File: src/rtl/datapath_pkg.sv
// Shared types for the branch-predictor update scheduler: queued update record,
// 2-bit counter type, counter encodings and scheduler FSM states.
package datapath_pkg;

    // Widest table index the queued record can carry; instances use the low IDX_W bits.
    localparam int IDX_W_MAX = 16;

    typedef logic [1:0] ctr_t;

    localparam ctr_t SNT = 2'd0;
    localparam ctr_t WNT = 2'd1;
    localparam ctr_t WT  = 2'd2;
    localparam ctr_t ST  = 2'd3;

    typedef struct packed {
        logic [IDX_W_MAX-1:0] idx;
        logic                 taken;
    } bp_upd_t;

    typedef enum logic [1:0] {
        S_IDLE   = 2'd0,
        S_UPD_RD = 2'd1,
        S_UPD_WR = 2'd2
    } upd_state_t;

endpackage

File: src/rtl/bp_upd_fifo.sv
// Synchronous FIFO of pending PHT updates; DEPTH must be a power of two so the
// pointers wrap naturally.
module bp_upd_fifo
    import datapath_pkg::*;
#(
    parameter int DEPTH = 4
) (
    input  logic    CLK,
    input  logic    nRST,
    input  logic    push_i,
    input  bp_upd_t push_data_i,
    input  logic    pop_i,
    output bp_upd_t head_o,
    output logic    full_o,
    output logic    empty_o
);

    localparam int AW = $clog2(DEPTH);

    bp_upd_t          mem_q [DEPTH];
    logic [AW-1:0]    wr_ptr_q;
    logic [AW-1:0]    rd_ptr_q;
    logic [AW:0]      count_q;
    logic             do_push;
    logic             do_pop;

    assign full_o  = (count_q == (AW+1)'(DEPTH));
    assign empty_o = (count_q == '0);
    assign do_push = push_i && !full_o;
    assign do_pop  = pop_i && !empty_o;
    assign head_o  = mem_q[rd_ptr_q];

    always_ff @(posedge CLK or negedge nRST) begin
        if (!nRST) begin
            wr_ptr_q <= '0;
            rd_ptr_q <= '0;
            count_q  <= '0;
        end else begin
            if (do_push) wr_ptr_q <= wr_ptr_q + AW'(1);
            if (do_pop)  rd_ptr_q <= rd_ptr_q + AW'(1);
            case ({do_push, do_pop})
                2'b10:   count_q <= count_q + (AW+1)'(1);
                2'b01:   count_q <= count_q - (AW+1)'(1);
                default: count_q <= count_q;
            endcase
        end
    end

    // Storage needs no reset: entries are only read while count_q says they are valid.
    always_ff @(posedge CLK) begin
        if (do_push) mem_q[wr_ptr_q] <= push_data_i;
    end

endmodule

File: src/rtl/bp_update_sched.sv
// Arbitrates the single-ported gshare PHT between fetch lookups and queued
// resolution updates (read-modify-write), and owns the global history register.
//
//   state    | meaning
//   ---------+---------------------------------------------------------------
//   S_IDLE   | serve fetch lookup, or issue read of queued update's counter
//   S_UPD_RD | counter read data valid; compute and register saturated value
//   S_UPD_WR | write updated counter back, pop the update
module bp_update_sched
    import datapath_pkg::*;
#(
    parameter int DEPTH      = 4,
    parameter int IDX_W      = 8,
    parameter int STARVE_MAX = 8
) (
    input  logic             CLK,
    input  logic             nRST,
    input  logic             fetch_req,
    input  logic [31:0]      fetch_pc,
    output logic             fetch_gnt,
    input  logic             res_valid,
    input  logic [31:0]      res_pc,
    input  logic             res_taken,
    output logic             res_ready,
    output logic             tbl_en,
    output logic             tbl_wen,
    output logic [IDX_W-1:0] tbl_addr,
    output ctr_t             tbl_wdata,
    input  ctr_t             tbl_rdata,
    output logic [IDX_W-1:0] ghr,
    output logic             busy
);

    localparam int SW = $clog2(STARVE_MAX + 1);

    upd_state_t       state_q;
    ctr_t             ctr_q;
    logic [SW-1:0]    starve_q;
    logic [IDX_W-1:0] ghr_q;
    logic [IDX_W-1:0] ghr_d;

    bp_upd_t          upd_in;
    bp_upd_t          head;
    logic             fifo_full;
    logic             fifo_empty;
    logic             push;
    logic             pop;
    logic             issue_rd;
    logic             forced;
    logic [IDX_W-1:0] fetch_idx;
    logic [IDX_W-1:0] enq_idx;
    logic [IDX_W-1:0] head_idx;
    ctr_t             upd_ctr;

    assign fetch_idx = fetch_pc[IDX_W+1:2] ^ ghr_q;
    assign enq_idx   = res_pc[IDX_W+1:2] ^ ghr_q;
    assign head_idx  = head.idx[IDX_W-1:0];
    assign forced    = (starve_q == SW'(STARVE_MAX));

    // Ready depends only on registered occupancy, never on this cycle's pop.
    assign res_ready = !fifo_full;
    assign push      = res_valid && res_ready;
    assign ghr       = ghr_q;
    assign busy      = !fifo_empty || (state_q != S_IDLE);

    always_comb begin
        upd_in       = '0;
        upd_in.idx   = IDX_W_MAX'(enq_idx);
        upd_in.taken = res_taken;
    end

    bp_upd_fifo #(
        .DEPTH (DEPTH)
    ) u_fifo (
        .CLK         (CLK),
        .nRST        (nRST),
        .push_i      (push),
        .push_data_i (upd_in),
        .pop_i       (pop),
        .head_o      (head),
        .full_o      (fifo_full),
        .empty_o     (fifo_empty)
    );

    always_comb begin
        if (head.taken) upd_ctr = (tbl_rdata == ST)  ? ST  : ctr_t'(tbl_rdata + 2'd1);
        else            upd_ctr = (tbl_rdata == SNT) ? SNT : ctr_t'(tbl_rdata - 2'd1);
    end

    always_comb begin
        fetch_gnt = 1'b0;
        tbl_en    = 1'b0;
        tbl_wen   = 1'b0;
        tbl_addr  = '0;
        tbl_wdata = SNT;
        issue_rd  = 1'b0;
        pop       = 1'b0;
        case (state_q)
            S_IDLE: begin
                if (fetch_req && !forced) begin
                    fetch_gnt = 1'b1;
                    tbl_en    = 1'b1;
                    tbl_addr  = fetch_idx;
                end else if (!fifo_empty) begin
                    issue_rd  = 1'b1;
                    tbl_en    = 1'b1;
                    tbl_addr  = head_idx;
                end
            end
            S_UPD_WR: begin
                tbl_en    = 1'b1;
                tbl_wen   = 1'b1;
                tbl_addr  = head_idx;
                tbl_wdata = ctr_q;
                pop       = 1'b1;
            end
            default: ;
        endcase
    end

    always_ff @(posedge CLK or negedge nRST) begin
        if (!nRST) begin
            state_q  <= S_IDLE;
            ctr_q    <= SNT;
            starve_q <= '0;
        end else begin
            case (state_q)
                S_IDLE: begin
                    if (fifo_empty || issue_rd)      starve_q <= '0;
                    else if (fetch_gnt && !forced)   starve_q <= starve_q + SW'(1);
                    if (issue_rd) state_q <= S_UPD_RD;
                end
                S_UPD_RD: begin
                    ctr_q    <= upd_ctr;
                    starve_q <= '0;
                    state_q  <= S_UPD_WR;
                end
                S_UPD_WR: begin
                    starve_q <= '0;
                    state_q  <= S_IDLE;
                end
                default: state_q <= S_IDLE;
            endcase
        end
    end

    // The history shift uses the pre-shift value for the index just enqueued.
    always_comb begin
        ghr_d = ghr_q;
        if (push) ghr_d = {ghr_q[IDX_W-2:0], res_taken};
    end

    always_ff @(posedge CLK or negedge nRST) begin
        if (!nRST) ghr_q <= '0;
        else       ghr_q <= ghr_d;
    end

endmodule
File: config.mk
export PLATFORM = sky130hd
export DESIGN_NAME = bp_update_sched
export DESIGN_NICKNAME = d
export VERILOG_FILES = /design/src/rtl/datapath_pkg.sv /design/src/rtl/bp_upd_fifo.sv /design/src/rtl/bp_update_sched.sv
export SDC_FILE = /design/constraint.sdc
export NUM_CORES = 1
export LEC_CHECK = 0
export CAP_MARGIN = 25
export CORE_MARGIN = 2
export CORE_UTILIZATION = 50
export DETAILED_ROUTE_END_ITERATION = 10
export PLACE_DENSITY_LB_ADDON = 0.05
export SLEW_MARGIN = 20
export SYNTH_ARGS = -nofsm -noshare
export SYNTH_HDL_FRONTEND = slang
export SYNTH_SLANG_ARGS = --single-unit
File: constraint.sdc
create_clock -name CLK -period 5 [get_ports CLK]
set_input_delay 1 -clock CLK [delete_from_list [all_inputs] [get_ports CLK]]
set_output_delay 1 -clock CLK [all_outputs]
set_load 0.01 [all_outputs]
==> results of run 1 <==
state kept, by name, summed over array words and instances (netlist names):
register / count
ctr_q: 2
starve_q: 4
u_fifo.wr_ptr_q: 2
state_q: 2
ghr: 8
u_fifo.count_q: 3
u_fifo.rd_ptr_q: 2
u_fifo.mem_q: 36
cells by family (layout without fill, tap and decap cells):
family                   after synthesis  in the layout  share of synthesized area (%)
AND/OR/NAND/NOR                       32             32                           6.45
XOR/XNOR                              22             22                           6.71
multiplexers                          18             18                           11.8
flip-flops                            59             59                           57.7
buffers and inverters                 21             78                           3.31
AO/OA/AOI/OAI                         34             34                           8.15
adder cells (fa/ha/maj)               13             13                           5.93
cell usage in the layout (no fill, tap or decap), types with 2 or more instances in the layout:
master | synthesis | final
and2_1 | 3 | 3
clkbuf_8 | 0 | 9
xnor2_1 | 10 | 10
clkinv_1 | 0 | 2
o22ai_1 | 2 | 2
nand2_1 | 7 | 7
mux2_4 | 8 | 8
ha_1 | 12 | 12
o31ai_1 | 8 | 8
inv_1 | 15 | 15
nand2_2 | 2 | 2
o21ai_0 | 11 | 11
xor2_1 | 12 | 12
and3_1 | 4 | 4
dfrtp_1 | 23 | 23
mux4_2 | 8 | 8
nand3_1 | 4 | 4
o21ai_1 | 4 | 4
a21oi_1 | 4 | 4
nor2_1 | 5 | 5
edfxtp_1 | 36 | 36
clkinv_2 | 0 | 2
clkdlybuf4s50_1 | 0 | 45
power groups by stage:
stage	combinational (mW)	clock [mW]	sequential (mW)
floorplan	0.628	0	0.840
global placement	0.916	0	0.888
detailed placement	0.939	0	0.894
CTS	0.942	0.413	0.885
global route	1.02	0.431	0.909
finish	0.924	0.403	0.880
cells in the mapped netlist (2+ instances only):
| cell | instances |
|---|---|
| nand3_1 | 4 |
| mux2_4 | 8 |
| ha_1 | 12 |
| nand2_1 | 7 |
| and2_1 | 3 |
| o22ai_1 | 2 |
| and3_1 | 4 |
| o31ai_1 | 8 |
| dfrtp_1 | 23 |
| inv_1 | 15 |
| o21ai_0 | 11 |
| o21ai_1 | 4 |
| edfxtp_1 | 36 |
| nor2_1 | 5 |
| mux4_2 | 8 |
| xor2_1 | 12 |
| clkbuf_1 | 2 |
| xnor2_1 | 10 |
| buf_6 | 2 |
| a21oi_1 | 4 |
| nand2_2 | 2 |
per-layer routing:
metal | GRT usage [%] | vias to the layer above
li1 | - | 830
met1 | 24.3 | 818
met3 | 5.09 | 6
met4 | 6.61 | 0
met2 | 31.8 | 44
met5 | 0 | -
stage by stage:
step	hold WS (ns)	std cells	instance area [um2]	util (%)	power, mW
floorplan	0.498	199	2870	-	1.47
global placement	0.522	312	3380	61.1	1.80
detailed placement	0.526	312	3380	61.1	1.83
CTS	0.536	328	3570	64.4	2.24
global route	0.558	328	3570	64.4	2.36
finish	0.536	328	3570	64.4	2.21
area by class of cell:
type	instances	share of cell area, %
clock inverter	6	1.58
tap	72	2.52
sequential	59	46.4
timing repair buffer	46	12.8
multi-input combinational	119	31.4
clock buffer	10	3.58
inverter	16	1.68
worst max-delay path, cell delays in order (launching register included):
cell and delay (ns):
dfrtp_1 0.40, inv_1 0.14, ha_1 0.31, inv_1 0.31, a211oi_2 0.54, o21ai_0 0.20
o31ai_1 0.10, clkdlybuf4s50_1 0.58
worst paths after layout:
kind                                              from                       endpoint  slack [ns]  cells past startpoint
worst max-delay path            state_q[1]$_DFFE_PN0P_                    tbl_addr[1]        1.10                      7
worst min-delay path              ctr_q[1]$_DFFE_PN0N_           ctr_q[1]$_DFFE_PN0N_        0.54                      2
worst max register to register  state_q[0]$_DFFE_PN0P_  u_fifo.count_q[2]$_DFFE_PN0P_        2.53                      9
worst min register to register    ctr_q[1]$_DFFE_PN0N_           ctr_q[1]$_DFFE_PN0N_        0.54                      2
max in group asynchronous                         nRST             ghr[2]$_DFFE_PN0P_        3.70                      2
min in group asynchronous                         nRST        starve_q[2]$_DFFE_PN0P_        1.04                      2
==> impl_metrics.env, run 1 <==
export IMPL_rsz0062_at_grt="false"
export IMPL_synth_area_um2=2870
export IMPL_clockBufferDepth=2
export IMPL_ys_seq_area_share_pct=57.7
export IMPL_finalSetupTns_ns=0
export IMPL_tightest_slew_ns=0.655
export IMPL_start_util_pct=51.8
export IMPL_grt_pass1_wl_um=8840
export IMPL_die_y_um=79.8
export IMPL_synth_nets=283
export IMPL_grt_antenna_before_repair=0
export IMPL_power_density_nw_per_um2=618
export IMPL_final_nets=335
export IMPL_insertion_delay_ns=0.32
export IMPL_end_kind="primary output"
export IMPL_drive_gt1_share_pct=16.0
export IMPL_clock_sinks=59
export IMPL_synth_seq_cells=59
export IMPL_post_drt_via_cell_ratio=5.18
export IMPL_routed_wl_met3_um=213
export IMPL_drt_iter0_drc=55
export IMPL_worstPathRequired_ns=4.00
export IMPL_crit_arrival_ns=2.90
export IMPL_synth_distinct_cells=38
export IMPL_p_sw_mw=0.753
export IMPL_wl_met2_um=2690
export IMPL_core_area_um2=5540
export IMPL_finalHoldViolations=0
export IMPL_sequentialPowerShare_pct=39.9
export IMPL_cts_buffers=9
export IMPL_synth_enable_flop_cells=36
export IMPL_grt_pass1_vias=1726
export IMPL_gr_usage_all_layers_pct=19.1
export IMPL_wl_um=5340
export IMPL_min_period_ns=3.90
export IMPL_htreeDepth=3
export IMPL_outcome="completed"
export IMPL_wl_met1_um=2400
export IMPL_path_max_fanout=14
export IMPL_fmax_mhz=256
export IMPL_ys_async_sr_fraction_pct=39.0
export IMPL_synth_top_cell_area_share_pct=37.6
export IMPL_seq_area_um2=1660
export IMPL_drtPass1Iterations=4
export IMPL_cts_setup_buffers=0
export IMPL_antenna_left=0
export IMPL_clk_pin_slew_ns=0.07
export IMPL_syn_inst=199
export IMPL_period_share_pct=78.1
export IMPL_gp_congestion=0.713
export IMPL_multi_input_area_um2=1120
export IMPL_relSlewSlack_pct=56.3
export IMPL_antennaDiodeCount=0
export IMPL_setup_ws_ns=1.10
export IMPL_fillers=453
export IMPL_power_leakage_nw=1.39
export IMPL_slew_viol_final=0
export IMPL_synthToLayoutAreaGrowth_pct=24.3
export IMPL_dr_max_layer_used="met4"
export IMPL_cts_tree="done"
export IMPL_clock_power_share_pct=18.3
export IMPL_pre_cts_slack_ns=1.06
export IMPL_portBuffers=45
export IMPL_die_area_um2=6360
export IMPL_io_pins=94
export IMPL_rows=27
export IMPL_swShare_pct=34.1
export IMPL_drc=0
export IMPL_die_width_um=79.8
export IMPL_critPathLaunchType="register"
export IMPL_hp_class="reg2reg"
export IMPL_setup_violations=0
export IMPL_ys_warnings_count=0
export IMPL_power_frac_comb_pct=41.9
export IMPL_synthTopCellsByArea="edfxtp_1 38%, dfrtp_1 20%, mux4_2 6.3%, ha_1 5.2%, mux2_4 4.2%"
export IMPL_post_cts_resized=0
export IMPL_dp_hpwl_um=3660
export IMPL_cts_root_buf="clkbuf_8"
export IMPL_p_int_mw=1.45
export IMPL_syn_area_per_cell_um2=14.4
export IMPL_post_drt_wl_per_cell_um=16.3
export IMPL_grt_max_degree=24
export IMPL_cap_viol_max_count=0
export IMPL_hold_buffers=0
export IMPL_vias=1698
export IMPL_ys_flop_type="edfxtp_1"
export IMPL_finClkSkew_ns=0.00764
export IMPL_ir_drop_v=0.000293
export IMPL_crit_type="reg2out"
export IMPL_synth_largest_area_cell="edfxtp_1"
export IMPL_gr_total_overflow=0
No activity file was read; power rests on OpenSTA's default activity.
==> run 2, diff against run 1 <==
--- a/config.mk
+++ b/config.mk
@@ -7,7 +7,7 @@
 export LEC_CHECK = 0
 export CAP_MARGIN = 25
 export CORE_MARGIN = 2
-export CORE_UTILIZATION = 50
+export CORE_UTILIZATION = 46
 export DETAILED_ROUTE_END_ITERATION = 10
 export PLACE_DENSITY_LB_ADDON = 0.05
 export SLEW_MARGIN = 20
==> constraint.sdc (replaced) <==
create_clock -name CLK -period 4 [get_ports CLK]
set_input_delay 0.8 -clock CLK [delete_from_list [all_inputs] [get_ports CLK]]
set_output_delay 0.8 -clock CLK [all_outputs]
set_load 0.01 [all_outputs]
==> run 2 against run 1 <==
Compared with the run above: flip-flop and latch count did not move; clock power rose by 50%; sequential power rose by 25%; highest routed layer unchanged.
==> impl_metrics.env, run 2 (synthesis gave the netlist of run 1 again) <==
export IMPL_regMostFlops="u_fifo.mem_q"
export IMPL_rows=28
export IMPL_final_cell_mix="45 x clkdlybuf4s50_1, 36 x edfxtp_1, 23 x dfrtp_1"
export IMPL_drc=0
export IMPL_crit_type="reg2out"
export IMPL_slew_viol_final=0
export IMPL_clock_sinks=59
export IMPL_holdWs_ns=0.531
export IMPL_grt_pass1_wl_um=9430
export IMPL_power_density_nw_per_um2=792
export IMPL_path_max_fanout=14
export IMPL_portBuffers=45
export IMPL_cts_root_buf="clkbuf_8"
export IMPL_end_kind="primary output"
export IMPL_finClkSkew_ns=0.00925
export IMPL_setup_ws_ns=0.475
export IMPL_drive_gt1_share_pct=17.5
export IMPL_power_leakage_nw=1.41
export IMPL_drtPass1Iterations=4
export IMPL_period_share_pct=88.1
export IMPL_total_power_mw=2.87
export IMPL_clk_pin_slew_ns=0.07
export IMPL_cts_tree="done"
export IMPL_cts_setup_buffers=0
export IMPL_start_util_pct=47.9
export IMPL_hold_buffers=0
export IMPL_final_common_cell="clkdlybuf4s50_1"
export IMPL_critPathLaunchType="register"
export IMPL_antennaDiodeCount=0
export IMPL_synthToLayoutAreaGrowth_pct=26.1
export IMPL_gp_congestion=0.700
export IMPL_grt_max_degree=24
export IMPL_pre_cts_slack_ns=0.650
export IMPL_post_drt_wl_per_cell_um=16.6
export IMPL_grt_antenna_before_repair=0
export IMPL_rsz0062_at_grt="false"
export IMPL_cts_buffers=9
export IMPL_crit_start="state_q[1]$_DFFE_PN0P_"
export IMPL_setup_violations=0
export IMPL_relSlewSlack_pct=57.2
export IMPL_wl_um=5520
export IMPL_ir_drop_v=0.000420
export IMPL_hp_class="reg2reg"
export IMPL_finalNonFillerCells=332
export IMPL_clockBufferDepth=2
export IMPL_die_area_um2=6890
export IMPL_placed_cell_area_um2=3400
export IMPL_core_area_um2=5990
export IMPL_finalHoldViolations=0
export IMPL_post_drt_via_cell_ratio=5.20
export IMPL_tightest_slew_ns=0.642
export IMPL_final_util_pct=60.5
export IMPL_cap_viol_max_count=0
export IMPL_min_period_ns=3.53
export IMPL_drt_iter0_drc=30
export IMPL_die_y_um=83.0
export IMPL_worstPathRequired_ns=3.20
export IMPL_finalSetupTns_ns=0
export IMPL_post_cts_resized=0
export IMPL_final_nets=336
export IMPL_vias=1725
export IMPL_fmax_mhz=284
export IMPL_crit_arrival_ns=2.73
export IMPL_htreeDepth=3
export IMPL_place_inst=316
export IMPL_largest_reg_flops=36
export IMPL_io_pins=94
export IMPL_gr_total_overflow=0
export IMPL_dp_hpwl_um=3590
export IMPL_outcome="completed"
export IMPL_gr_usage_all_layers_pct=17.9
export IMPL_insertion_delay_ns=0.34
export IMPL_fillers=492
export IMPL_hp_start="ctr_q[0]$_DFFE_PN0N_"
export IMPL_final_cell_area_um2=3620
export IMPL_antenna_left=0
export IMPL_reg2reg_from="state_q[0]$_DFFE_PN0P_"
export IMPL_grt_pass1_vias=1872
export IMPL_reg2reg_slack_ns=1.46
export IMPL_die_width_um=83.0
==> run 2: cell types whose count changed in the layout (fill, tap and decap cells not counted) <==
cell	delta
clkinv_1	-2
clkinvlp_4	+2
buf_4	+1
bufinv_16	+1
clkbuf_1	-1
clkbuf_8	+1
clkinv_2	-1
==> run 2: final cells by class <==
cell class | instances | area, um2 | area share (%)
inverters | 16 | 60.1 | 1.66
multi-input cells | 119 | 1120 | 30.9
clock buffers | 10 | 138 | 3.80
well taps | 75 | 93.8 | 2.59
flip-flops and latches | 59 | 1660 | 45.7
clock inverters | 6 | 88.8 | 2.45
repair buffers | 47 | 465 | 12.8
==> run 2: worst paths after layout <==
check | endpoint | depth (start not counted)
setup / recovery | tbl_addr[1] | 8
hold / removal | ctr_q[0]$_DFFE_PN0N_ | 2
hold reg to reg | ctr_q[0]$_DFFE_PN0N_ | 2
setup reg to reg | u_fifo.count_q[2]$_DFFE_PN0P_ | 9
min in group asynchronous | ghr[6]$_DFFE_PN0P_ | 2
max in group asynchronous | u_fifo.wr_ptr_q[1]$_DFFE_PN0P_ | 2
==> run 2: worst max-delay path: stages (launching register included) <==
cell             delay (ns)
dfrtp_1                0.40
inv_1                  0.13
ha_1                   0.34
inv_1                  0.32
a211oi_2               0.23
buf_4                  0.19
o21ai_0                0.08
o31ai_1                0.10
clkdlybuf4s50_1        0.58
==> run 2: layer usage <==
metal | track usage (%) | wire (um) | vias up
met5 | 0 | 0 | -
li1 | - | - | 831
met2 | 26.9 | 2540 | 42
met1 | 24.3 | 2660 | 848
met3 | 6.76 | 274 | 4
met4 | 5.81 | 40 | 0
==> run 2: report_power, final <==
| group | switching (mW) | total [mW] | internal, mW |
|---|---|---|---|
| Combinational | 0.532 | 1.16 | 0.633 |
| Clock | 0.239 | 0.606 | 0.367 |
| Sequential | 0.192 | 1.10 | 0.905 |
| Total | 0.963 | 2.87 | 1.90 |
